## src/rtl/cl_ctrl_pkg.sv

```systemverilog
`default_nettype none
// ============================================================================
// Module      : cl_ctrl_pkg
// Description : Shared types and constants for the Camera Link capture block.
// Revision    : 1.0 - initial release
// ============================================================================
package cl_ctrl_pkg;

    typedef enum logic [2:0] {
        ST_IDLE   = 3'd0,
        ST_SYNC   = 3'd1,
        ST_WAIT   = 3'd2,
        ST_ACTIVE = 3'd3,
        ST_DROP   = 3'd4
    } cap_state_t;

    localparam logic c_mode_continuous = 1'b0;
    localparam logic c_mode_single     = 1'b1;

    // Fill bit replicated to counter width to form the saturation value.
    localparam logic c_sat_fill = 1'b1;

endpackage
`default_nettype wire

```

## src/rtl/cl_eol_stage.sv

```systemverilog
`default_nettype none
// ============================================================================
// Module      : cl_eol_stage
// Description : Hold + output register pair giving one-pixel lookahead so the
//               last pixel of a line can be tagged with tlast.
// Revision    : 1.0 - initial release
// ============================================================================
module cl_eol_stage
    import cl_ctrl_pkg::*;
#(
    parameter int DATA_W = 16
) (
    input  logic              clk,
    input  logic              rst,
    input  logic              capture,
    input  logic              in_line,
    input  logic              pix_accept,
    input  logic [DATA_W-1:0] pix_data,
    input  logic              sof_arm,
    input  logic              m_tready,
    output logic [DATA_W-1:0] m_tdata,
    output logic              m_tvalid,
    output logic              m_tuser,
    output logic              m_tlast,
    output logic              overflow
);

    logic [DATA_W-1:0] r_h_data;
    logic              r_h_valid;
    logic [DATA_W-1:0] r_o_data;
    logic              r_o_valid;
    logic              r_o_user;
    logic              r_o_last;
    logic              r_sof_pending;

    logic w_eol;
    logic w_need_load;
    logic w_o_free;
    logic w_load;

    assign w_eol       = capture & r_h_valid & ~in_line;
    assign w_need_load = (pix_accept & r_h_valid) | w_eol;
    assign w_o_free    = ~r_o_valid | m_tready;
    assign w_load      = w_need_load & w_o_free;
    assign overflow    = w_need_load & ~w_o_free;

    always_ff @(posedge clk) begin
        if (rst) begin
            r_h_data      <= '0;
            r_h_valid     <= 1'b0;
            r_o_data      <= '0;
            r_o_valid     <= 1'b0;
            r_o_user      <= 1'b0;
            r_o_last      <= 1'b0;
            r_sof_pending <= 1'b0;
        end else begin
            if (r_o_valid && m_tready) begin
                r_o_valid <= 1'b0;
            end
            if (w_load) begin
                r_o_data  <= r_h_data;
                r_o_last  <= w_eol;
                r_o_user  <= r_sof_pending;
                r_o_valid <= 1'b1;
            end
            if (sof_arm) begin
                r_sof_pending <= 1'b1;
            end else if (w_load) begin
                r_sof_pending <= 1'b0;
            end
            // A stalled load abandons the held pixel; the FSM drops the rest.
            if (overflow) begin
                r_h_valid <= 1'b0;
            end else if (pix_accept) begin
                r_h_valid <= 1'b1;
                r_h_data  <= pix_data;
            end else if (w_eol) begin
                r_h_valid <= 1'b0;
            end
        end
    end

    assign m_tdata  = r_o_data;
    assign m_tvalid = r_o_valid;
    assign m_tuser  = r_o_user;
    assign m_tlast  = r_o_last;

endmodule
`default_nettype wire

```

## src/rtl/cl_capture_ctrl.sv

```systemverilog
`default_nettype none
// ============================================================================
// Module      : cl_capture_ctrl
// Description : Camera Link frame capture sequencer with AXI4-Stream output
//               and frame geometry checking.
// Revision    : 1.0 - initial release
// ============================================================================
module cl_capture_ctrl
    import cl_ctrl_pkg::*;
#(
    parameter int VID_DATA_SIZE = 16,
    parameter int CNT_W         = 12
) (
    input  logic                     clk,
    input  logic                     rst,
    input  logic                     cl_fval,
    input  logic                     cl_lval,
    input  logic                     cl_pix_valid,
    input  logic [VID_DATA_SIZE-1:0] cl_pix_data,
    input  logic                     cfg_enable,
    input  logic                     cfg_single,
    input  logic                     cfg_arm,
    input  logic [CNT_W-1:0]         cfg_width,
    input  logic [CNT_W-1:0]         cfg_height,
    input  logic                     err_clr,
    output logic [VID_DATA_SIZE-1:0] m_tdata,
    output logic                     m_tvalid,
    input  logic                     m_tready,
    output logic                     m_tuser,
    output logic                     m_tlast,
    output logic                     busy,
    output logic                     frame_done,
    output logic [15:0]              frame_cnt,
    output logic [CNT_W-1:0]         last_width,
    output logic [CNT_W-1:0]         last_height,
    output logic                     err_width,
    output logic                     err_height,
    output logic                     err_overflow
);

    localparam logic [CNT_W-1:0] c_cnt_sat = {CNT_W{c_sat_fill}};
    localparam logic [CNT_W-1:0] c_cnt_one = {{(CNT_W-1){1'b0}}, 1'b1};

    cap_state_t       r_state;
    logic [CNT_W-1:0] r_pix_cnt;
    logic [CNT_W-1:0] r_line_cnt;
    logic             r_frame_done;
    logic [15:0]      r_frame_cnt;
    logic [CNT_W-1:0] r_last_width;
    logic [CNT_W-1:0] r_last_height;
    logic             r_err_width;
    logic             r_err_height;
    logic             r_err_overflow;

    logic             w_capture;
    logic             w_in_line;
    logic             w_accept;
    logic             w_line_end;
    logic             w_sof_arm;
    logic             w_rearm;
    logic             w_overflow;
    logic             w_frame_end;
    logic             w_width_bad;
    logic             w_height_bad;
    logic [CNT_W-1:0] w_pix_inc;
    logic [CNT_W-1:0] w_line_next;
    cap_state_t       w_exit_state;

    assign w_capture  = (r_state == ST_ACTIVE);
    assign w_in_line  = cl_fval & cl_lval;
    assign w_accept   = w_capture & w_in_line & cl_pix_valid;
    // Empty lines never reach the counter, so a nonzero count marks a real line.
    assign w_line_end = w_capture & ~w_in_line & (r_pix_cnt != '0);
    assign w_sof_arm  = (r_state == ST_WAIT) & cl_fval;
    assign w_rearm    = cfg_enable & (cfg_single != c_mode_single);

    assign w_pix_inc    = (r_pix_cnt == c_cnt_sat) ? r_pix_cnt : r_pix_cnt + c_cnt_one;
    assign w_line_next  = !w_line_end ? r_line_cnt :
                          (r_line_cnt == c_cnt_sat) ? r_line_cnt : r_line_cnt + c_cnt_one;
    assign w_frame_end  = w_capture & ~cl_fval & ~w_overflow;
    assign w_width_bad  = w_line_end & (r_pix_cnt != cfg_width);
    assign w_height_bad = w_frame_end & (w_line_next != cfg_height);
    assign w_exit_state = w_rearm ? ST_WAIT : ST_IDLE;

    cl_eol_stage #(
        .DATA_W (VID_DATA_SIZE)
    ) u_eol_stage (
        .clk        (clk),
        .rst        (rst),
        .capture    (w_capture),
        .in_line    (w_in_line),
        .pix_accept (w_accept),
        .pix_data   (cl_pix_data),
        .sof_arm    (w_sof_arm),
        .m_tready   (m_tready),
        .m_tdata    (m_tdata),
        .m_tvalid   (m_tvalid),
        .m_tuser    (m_tuser),
        .m_tlast    (m_tlast),
        .overflow   (w_overflow)
    );

    always_ff @(posedge clk) begin
        if (rst) begin
            r_state        <= ST_IDLE;
            r_pix_cnt      <= '0;
            r_line_cnt     <= '0;
            r_frame_done   <= 1'b0;
            r_frame_cnt    <= '0;
            r_last_width   <= '0;
            r_last_height  <= '0;
            r_err_width    <= 1'b0;
            r_err_height   <= 1'b0;
            r_err_overflow <= 1'b0;
        end else begin
            r_frame_done   <= 1'b0;
            r_err_width    <= (r_err_width & ~err_clr) | w_width_bad;
            r_err_height   <= (r_err_height & ~err_clr) | w_height_bad;
            r_err_overflow <= (r_err_overflow & ~err_clr) | w_overflow;
            case (r_state)
                ST_IDLE: begin
                    if (cfg_enable && ((cfg_single == c_mode_continuous) || cfg_arm)) begin
                        r_state <= ST_SYNC;
                    end
                end
                ST_SYNC: begin
                    if (!cl_fval) begin
                        r_state <= ST_WAIT;
                    end
                end
                ST_WAIT: begin
                    if (cl_fval) begin
                        r_state    <= ST_ACTIVE;
                        r_pix_cnt  <= '0;
                        r_line_cnt <= '0;
                    end
                end
                ST_ACTIVE: begin
                    if (w_accept) begin
                        r_pix_cnt <= w_pix_inc;
                    end
                    if (w_line_end) begin
                        r_last_width <= r_pix_cnt;
                        r_pix_cnt    <= '0;
                        r_line_cnt   <= w_line_next;
                    end
                    if (w_overflow) begin
                        r_state <= ST_DROP;
                    end else if (!cl_fval) begin
                        r_last_height <= w_line_next;
                        r_frame_done  <= 1'b1;
                        r_frame_cnt   <= r_frame_cnt + 16'd1;
                        r_state       <= w_exit_state;
                    end
                end
                ST_DROP: begin
                    if (!cl_fval) begin
                        r_state <= w_exit_state;
                    end
                end
                default: r_state <= ST_IDLE;
            endcase
        end
    end

    assign busy         = (r_state != ST_IDLE);
    assign frame_done   = r_frame_done;
    assign frame_cnt    = r_frame_cnt;
    assign last_width   = r_last_width;
    assign last_height  = r_last_height;
    assign err_width    = r_err_width;
    assign err_height   = r_err_height;
    assign err_overflow = r_err_overflow;

endmodule
`default_nettype wire
```

## config.mk

```make
export PLATFORM = sky130hd
export DESIGN_NAME = cl_capture_ctrl
export DESIGN_NICKNAME = d
export VERILOG_FILES = /design/src/rtl/cl_ctrl_pkg.sv /design/src/rtl/cl_eol_stage.sv /design/src/rtl/cl_capture_ctrl.sv
export SDC_FILE = /design/constraint.sdc
export NUM_CORES = 1
export LEC_CHECK = 0
export ABC_AREA = 0
export BUFFER_PORTS_ARGS = -buffer_cell sky130_fd_sc_hd__buf_4
export CORE_ASPECT_RATIO = 1.1
export CORE_MARGIN = 5
export CORE_UTILIZATION = 30
export DETAILED_ROUTE_END_ITERATION = 16
export SYNTH_ARGS = -nofsm -noshare
export SYNTH_HDL_FRONTEND = slang
export SYNTH_SLANG_ARGS = --single-unit
```

## constraint.sdc

```tcl
create_clock -name clk -period 2.9 [get_ports clk]
set_clock_uncertainty 0.2 [all_clocks]
set_input_delay 0.87 -clock clk [delete_from_list [all_inputs] [get_ports clk]]
set_output_delay 0.87 -clock clk [all_outputs]
set_load 0.05 [all_outputs]
```

==> flow_summary.yaml, run 1 <==
status:
  outcome: "complete, no violations"
sta:
  tightest_slew_ps: 750
  finalSetupTns_ps: 0
  hold_violations: 0
  hold_slack_ps: 252
  min_period_ps: 2700
  clock.fmax_mhz: 370
  grt_setup_unrepaired: "no"
  maxSlewHeadroom_pct: 50.0
  setup_viol: 0
  period_share_pct: 93.1
  final_max_slew_viol_count: 0
logic_synthesis:
  synth_top_family_by_area: "simple AND/OR/NAND/NOR gates"
  synth_fa_ha_area_share_pct: 0.948
  synth.avg_cell_area_sq_um: 8.20
  ys_ff_latch: 108
  ys_types: 62
  postSynthNetCount: 698
  synth-async-reset-ratio_pct: 0
  synthMuxAreaShare_pct: 3.82
  netlist_area_sq_um: 5280
  ys_seq_area_share_pct: 41.0
  synth_common_cells: "108 x dfxtp_1, 103 x nand2_1, 73 x nor2_1"
  synthCells: 644
  yosysWarnings: 0
  synthTopCellsByArea: "dfxtp_1 41%, nand2_1 7.3%, a21oi_1 5.9%"
  synth_edf_count: 0
  yosys.area_share.simple_pct: 27.6
  synth_compound_area_share_pct: 13.9
  synth-xor-area-share_pct: 8.13
  yosysMostFrequentCell: "dfxtp_1"
  synth_ff_type: "dfxtp_1"
  yosysTopAreaCell: "dfxtp_1"
  synth_top_area_share_pct: 41.0
die:
  rows: 50
  dieArea_sq_um: 20400
  coreArea_sq_um: 17100
  die_x_um: 136
  initial_core_util_pct: 30.8
  die_h_um: 149
  top_level_ports: 114
setup_path:
  cp_top_family: "simple AND/OR/NAND/NOR gates"
  crit_path_end_kind: "flip-flop"
  cpPeakStageDelay_ps: 430
  critPathKind: "reg -> reg"
  cp.required_ps: 2940
  rr_worst_depth: 9
  crit_buf_inv: 1
  path_max_fanout: 9
  cp.arrival_ps: 2740
  ff2ff_setup_slack_ps: 200
  start_kind: "flip-flop"
  reg2reg_from: "r_pix_cnt[0]$_SDFFE_PP0P_"
  crit_path_frequent_cell: "nor4b_1"
  r2r-end: "err_height$_SDFF_PP0_"
  cp_cell_sequence: "inv_1, ha_1, nor4b_1, and3_2, nor4b_1, o32ai_1, nor4_1, nand4b_1, o31a_1"
  cpMaxStageDelayCell: "dfxtp_1"
detailed_routing:
  viasPerCell: 4.89
  drt_pass1_iterations: 5
  drt_iter0_drc: 354
  via_count: 4911
  routed_wl_um: 15700
  drc: 0
  post_drt_wl_per_cell_um: 15.6
  detail-route-antenna-nets: 0
placed_design:
  dp_cells: 991
  numPortBuffers: 113
  hpwl_um: 11600
  gp_congestion: 0.951
power:
  power.total_mw: 2.99
  power_leakage_nw: 2.75
  vdd_ir_drop_max_uv: 312
  pwr_density_cell_nw_per_um2: 437
clock_network:
  clkLatencyLatePin_ps: 350
  clk_pin_slew_worst_paths_ps: 70
  cts_tree: "done"
  clockRootBuffer: "clkbuf_16"
  cts_buffers: 9
  numClockSinks: 108
  post_cts_buffers: 0
  clockBufferDepth: 2
  htreeDepth: 3
grt:
  grt_max_degree: 53
  grt_pass1_wl_um: 24700
  grt_use_total_pct: 15.4
  grt_overflow_total: 0
  antenna_found_initial: 0
  grt_pass1_vias: 4688
min_path:
  hold_end: "u_eol_stage.m_tdata[7]$_SDFFE_PP0P_"
  worst_hold_path.num_cells: 2
  min_from: "u_eol_stage.r_h_data[7]$_SDFFE_PP0P_"
  min_path_type: "reg -> reg"
layout:
  stdcell_count: 1005
  area_delta_synth_final_pct: 29.6
  nNetsFinal: 822
  fin_util_pct: 39.9
  drive_gt1_share_pct: 24.4
  diodes: 0
job:
  cap_viol_max_count: 0
## power by group
part / switching, mW / total, mW / internal, mW
combinational: 0.135 / 0.234 / 0.0999
sequential: 0.0121 / 1.50 / 1.49
clock: 0.560 / 1.25 / 0.688
total: 0.707 / 2.99 / 2.28
## worst max path at each step
stage,from,end,slack [ps],cells after the start
2_1_floorplan,cl_pix_valid,u_eol_stage.r_h_data[6]$_SDFFE_PP0P_,250,7
3_3_place_gp,cl_fval,err_height$_SDFF_PP0_,110,8
3_5_place_dp,cl_fval,err_height$_SDFF_PP0_,90,9
4_1_cts,r_pix_cnt[0]$_SDFFE_PP0P_,err_height$_SDFF_PP0_,130,9
5_1_grt,r_pix_cnt[0]$_SDFFE_PP0P_,err_height$_SDFF_PP0_,10,9
6_report,r_pix_cnt[0]$_SDFFE_PP0P_,err_height$_SDFF_PP0_,200,9
## through the flow
stage               setup slack, ps  area, sq um
floorplan                       246         5280
global placement                115         6550
detailed placement             94.2         6550
CTS                             128         6830
global route                   9.91         6840
finish                          199         6840
## worst register-to-register path, stage by stage (launching register included)
cell,delay [ps]
dfxtp_1,430
inv_1,110
ha_1,200
nor4b_1,140
and3_2,310
nor4b_1,330
o32ai_1,110
nor4_1,330
nand4b_1,140
o31a_1,290
## final cells by class
| type | instances | area, sq um |
|---|---|---|
| fillers | 1819 | 10300 |
| multi-input cells | 483 | 2880 |
| flip-flops and latches | 108 | 2160 |
| repair buffers | 156 | 1180 |
| well taps | 234 | 293 |
| clock buffers | 11 | 243 |
| clock inverters | 3 | 46.3 |
| inverters | 10 | 37.5 |
## layer usage
metal  global-route usage, %  part of all wire (%)  vias up
met5                       0                     0        -
met4                    6.60                   2.6        0
met3                    3.51                   6.5       26
met2                    24.1                    46      158
met1                    20.1                    45     2245
li1                        -                     -     2482
## sequential cells by signal (all words and copies together), names as in the netlist, 3 cells and up
register	flops
r_state	3
r_pix_cnt	12
frame_cnt	16
r_line_cnt	12
last_width	12
last_height	12
u_eol_stage.m_tdata	16
u_eol_stage.r_h_data	16
## cell families (layout without fill, tap and decap cells)
group,Yosys count,in the layout
compound gates,122,122
xor+xnor,49,49
fa+ha+maj,4,4
buf+inv,53,180
flops,108,108
mux,20,20
simple gates,288,288
## repair_timing
| item | 4_1_cts | 5_1_grt |
|---|---|---|
| hold buffers | 0 | 0 |
| endpoints found under the hold margin | 0 | 0 |
| gates resized for setup | 0 | 2 |
| setup endpoints to repair | 0 | 10 |
## cell usage in the layout, fill, tap and decap left out, drive strengths merged, types with 12 or more instances in the layout
master and count:
buf 156, dfxtp 108, nand2 103, nor2 74, a21oi 64, xor2 28
xnor2 21, mux2i 19, nand3 18, o21ai 16, nor3 16, nand2b 12
Power figures use the tool's default switching activity.
==> inputs of run 2 (changes only) <==
==> constraint.sdc (replaced) <==
create_clock -name clk -period 3 [get_ports clk]
set_clock_uncertainty 0.2 [all_clocks]
set_input_delay 0.9 -clock clk [delete_from_list [all_inputs] [get_ports clk]]
set_output_delay 0.9 -clock clk [all_outputs]
set_load 0.05 [all_outputs]
==> run 2 against run 1 <==
  * Critical path depth is 1 lower
  * Cell count is 0.40% higher
  * Clock-buffer cell count stayed put
  * Via count is 1.4% higher
  * Register-to-register slack better by 120 ps
  * Combinational power is 2% lower
  * Power is 0.36% higher
  * Setup slack better by 120 ps
  * Critical path type unchanged
  * Largest power group unchanged
==> flow_summary.yaml, run 2 (synthesis gave the netlist of run 1 again) <==
placed_design:
  gp_congestion: 0.931
  numPortBuffers: 113
  hpwl_um: 11500
layout:
  mostFrequentLayoutCell: "buf_4"
  mostFrequentLayoutCells: "157 x buf_4, 108 x dfxtp_1, 103 x nand2_1"
  drive_gt1_share_pct: 24.8
  fin_util_pct: 40.2
  diodes: 0
  area_delta_synth_final_pct: 30.5
  nNetsFinal: 824
die:
  rows: 50
  top_level_ports: 114
  initial_core_util_pct: 30.8
  dieArea_sq_um: 20400
  coreArea_sq_um: 17100
  die_x_um: 136
  die_h_um: 149
clock_network:
  clockRootBuffer: "clkbuf_16"
  cts_tree: "done"
  clkLatencyLatePin_ps: 350
  numClockSinks: 108
  htreeDepth: 3
  cts_buffers: 9
  clockBufferDepth: 2
  clk_pin_slew_worst_paths_ps: 80
  cts-hold-fix-buffers: 0
power:
  power_leakage_nw: 2.78
  switchingPower_mw: 0.698
  pwr_density_cell_nw_per_um2: 435
  swShare_pct: 23.3
  clkPwrFrac_pct: 43.9
  combPwrFrac_pct: 7.7
  power_frac_seq_pct: 48.5
  vdd_ir_drop_max_uv: 383
  cellInternalPower_mw: 2.30
grt:
  grt_overflow_total: 0
  antenna_found_initial: 0
  grt_pass1_wl_um: 24500
  grt_max_degree: 52
  grt_use_total_pct: 15.2
  grt_pass1_vias: 4697
setup_path:
  critPathKind: "reg -> reg"
  cpPeakStageDelay_ps: 630
  cp_cell_sequence: "ha_1, nand2_1, or4_1, nand3_4, nand4_1, a22oi_1, nand4_1, o31a_1"
  start_kind: "flip-flop"
  cp.required_ps: 3040
  cpMaxStageDelayCell: "or4_1"
  crit_path_frequent_cell: "nand4_1"
  crit_path_end_kind: "flip-flop"
  cp.arrival_ps: 2730
  path_max_fanout: 5
sta:
  min_period_ps: 2680
  clock.fmax_mhz: 373
  grt_setup_unrepaired: "no"
  maxSlewHeadroom_pct: 53.7
  final_max_slew_viol_count: 0
  period_share_pct: 89.4
  finalSetupTns_ps: 0
  tightest_slew_ps: 695
  setup_viol: 0
  hold_violations: 0
status:
  outcome: "complete, no violations"
min_path:
  min_path_type: "reg -> reg"
detailed_routing:
  drt_pass1_iterations: 5
  drt_iter0_drc: 247
  via_count: 4979
  drc: 0
  viasPerCell: 4.93
  routed_wl_um: 15500
  post_drt_wl_per_cell_um: 15.4
  detail-route-antenna-nets: 0
job:
  cap_viol_max_count: 0
==> run 2: final cells by class <==
type	count	area (sq um)
Clock inverter	5	82.6
Timing Repair Buffer	158	1200
Fill cell	1798	10300
Multi-Input combinational cell	483	2870
Clock buffer	11	243
Tap cell	234	293
Inverter	10	37.5
Sequential cell	108	2160
==> run 2: what timing repair did <==
item / CTS / global route
resized for setup: 0 / 1
hold endpoints to repair: 0 / 0
buffers inserted: 0 / 0
setup endpoints to repair: 0 / 1
==> run 2: critical path, delay by kind of cell, from the launching register on <==
kind / cells / cell delay (ps)
AOI/OAI and AO/OA: 2 / 580
adders and majority gates: 1 / 320
DFF: 1 / 340
and+or+nand+nor: 5 / 1160
==> run 2: stage by stage <==
stage	power, mW	cells	hold slack, ps	setup slack, ps	area, sq um
final	3.00	1009	252	317	6890
after CTS	3.04	1009	257	204	6890
after global routing	3.12	1009	267	97.3	6890
after detailed placement	1.72	993	245	192	6560
after global placement	1.72	993	239	219	6560
after floorplan	1.61	644	232	316	5280
==> run 2: final timing paths <==
path,startpoint,end,slack [ps],cells after the start
min,u_eol_stage.r_h_data[0]$_SDFFE_PP0P_,u_eol_stage.m_tdata[0]$_SDFFE_PP0P_,250,2
max reg2reg,r_line_cnt[1]$_SDFFE_PP0P_,err_height$_SDFF_PP0_,320,8
min reg2reg,u_eol_stage.r_h_data[0]$_SDFFE_PP0P_,u_eol_stage.m_tdata[0]$_SDFFE_PP0P_,250,2
max,r_line_cnt[1]$_SDFFE_PP0P_,err_height$_SDFF_PP0_,320,8
==> run 2: routing by layer <==
layer	global-route usage [%]	vias up	part of all wire (%)
met3	3.95	23	5.5
met1	19.4	2327	44
li1	-	2479	-
met4	5.19	0	2.5
met2	24.7	150	47
met5	0	-	0
==> run 2: power groups by stage <==
| stage | registers [mW] | logic [mW] | clock network, mW |
|---|---|---|---|
| 2_1_floorplan | 1.49 | 0.119 | 0 |
| 3_3_place_gp | 1.49 | 0.230 | 0 |
| 3_5_place_dp | 1.49 | 0.230 | 0 |
| 4_1_cts | 1.45 | 0.231 | 1.36 |
| 5_1_grt | 1.45 | 0.249 | 1.42 |
| 6_report | 1.45 | 0.230 | 1.32 |
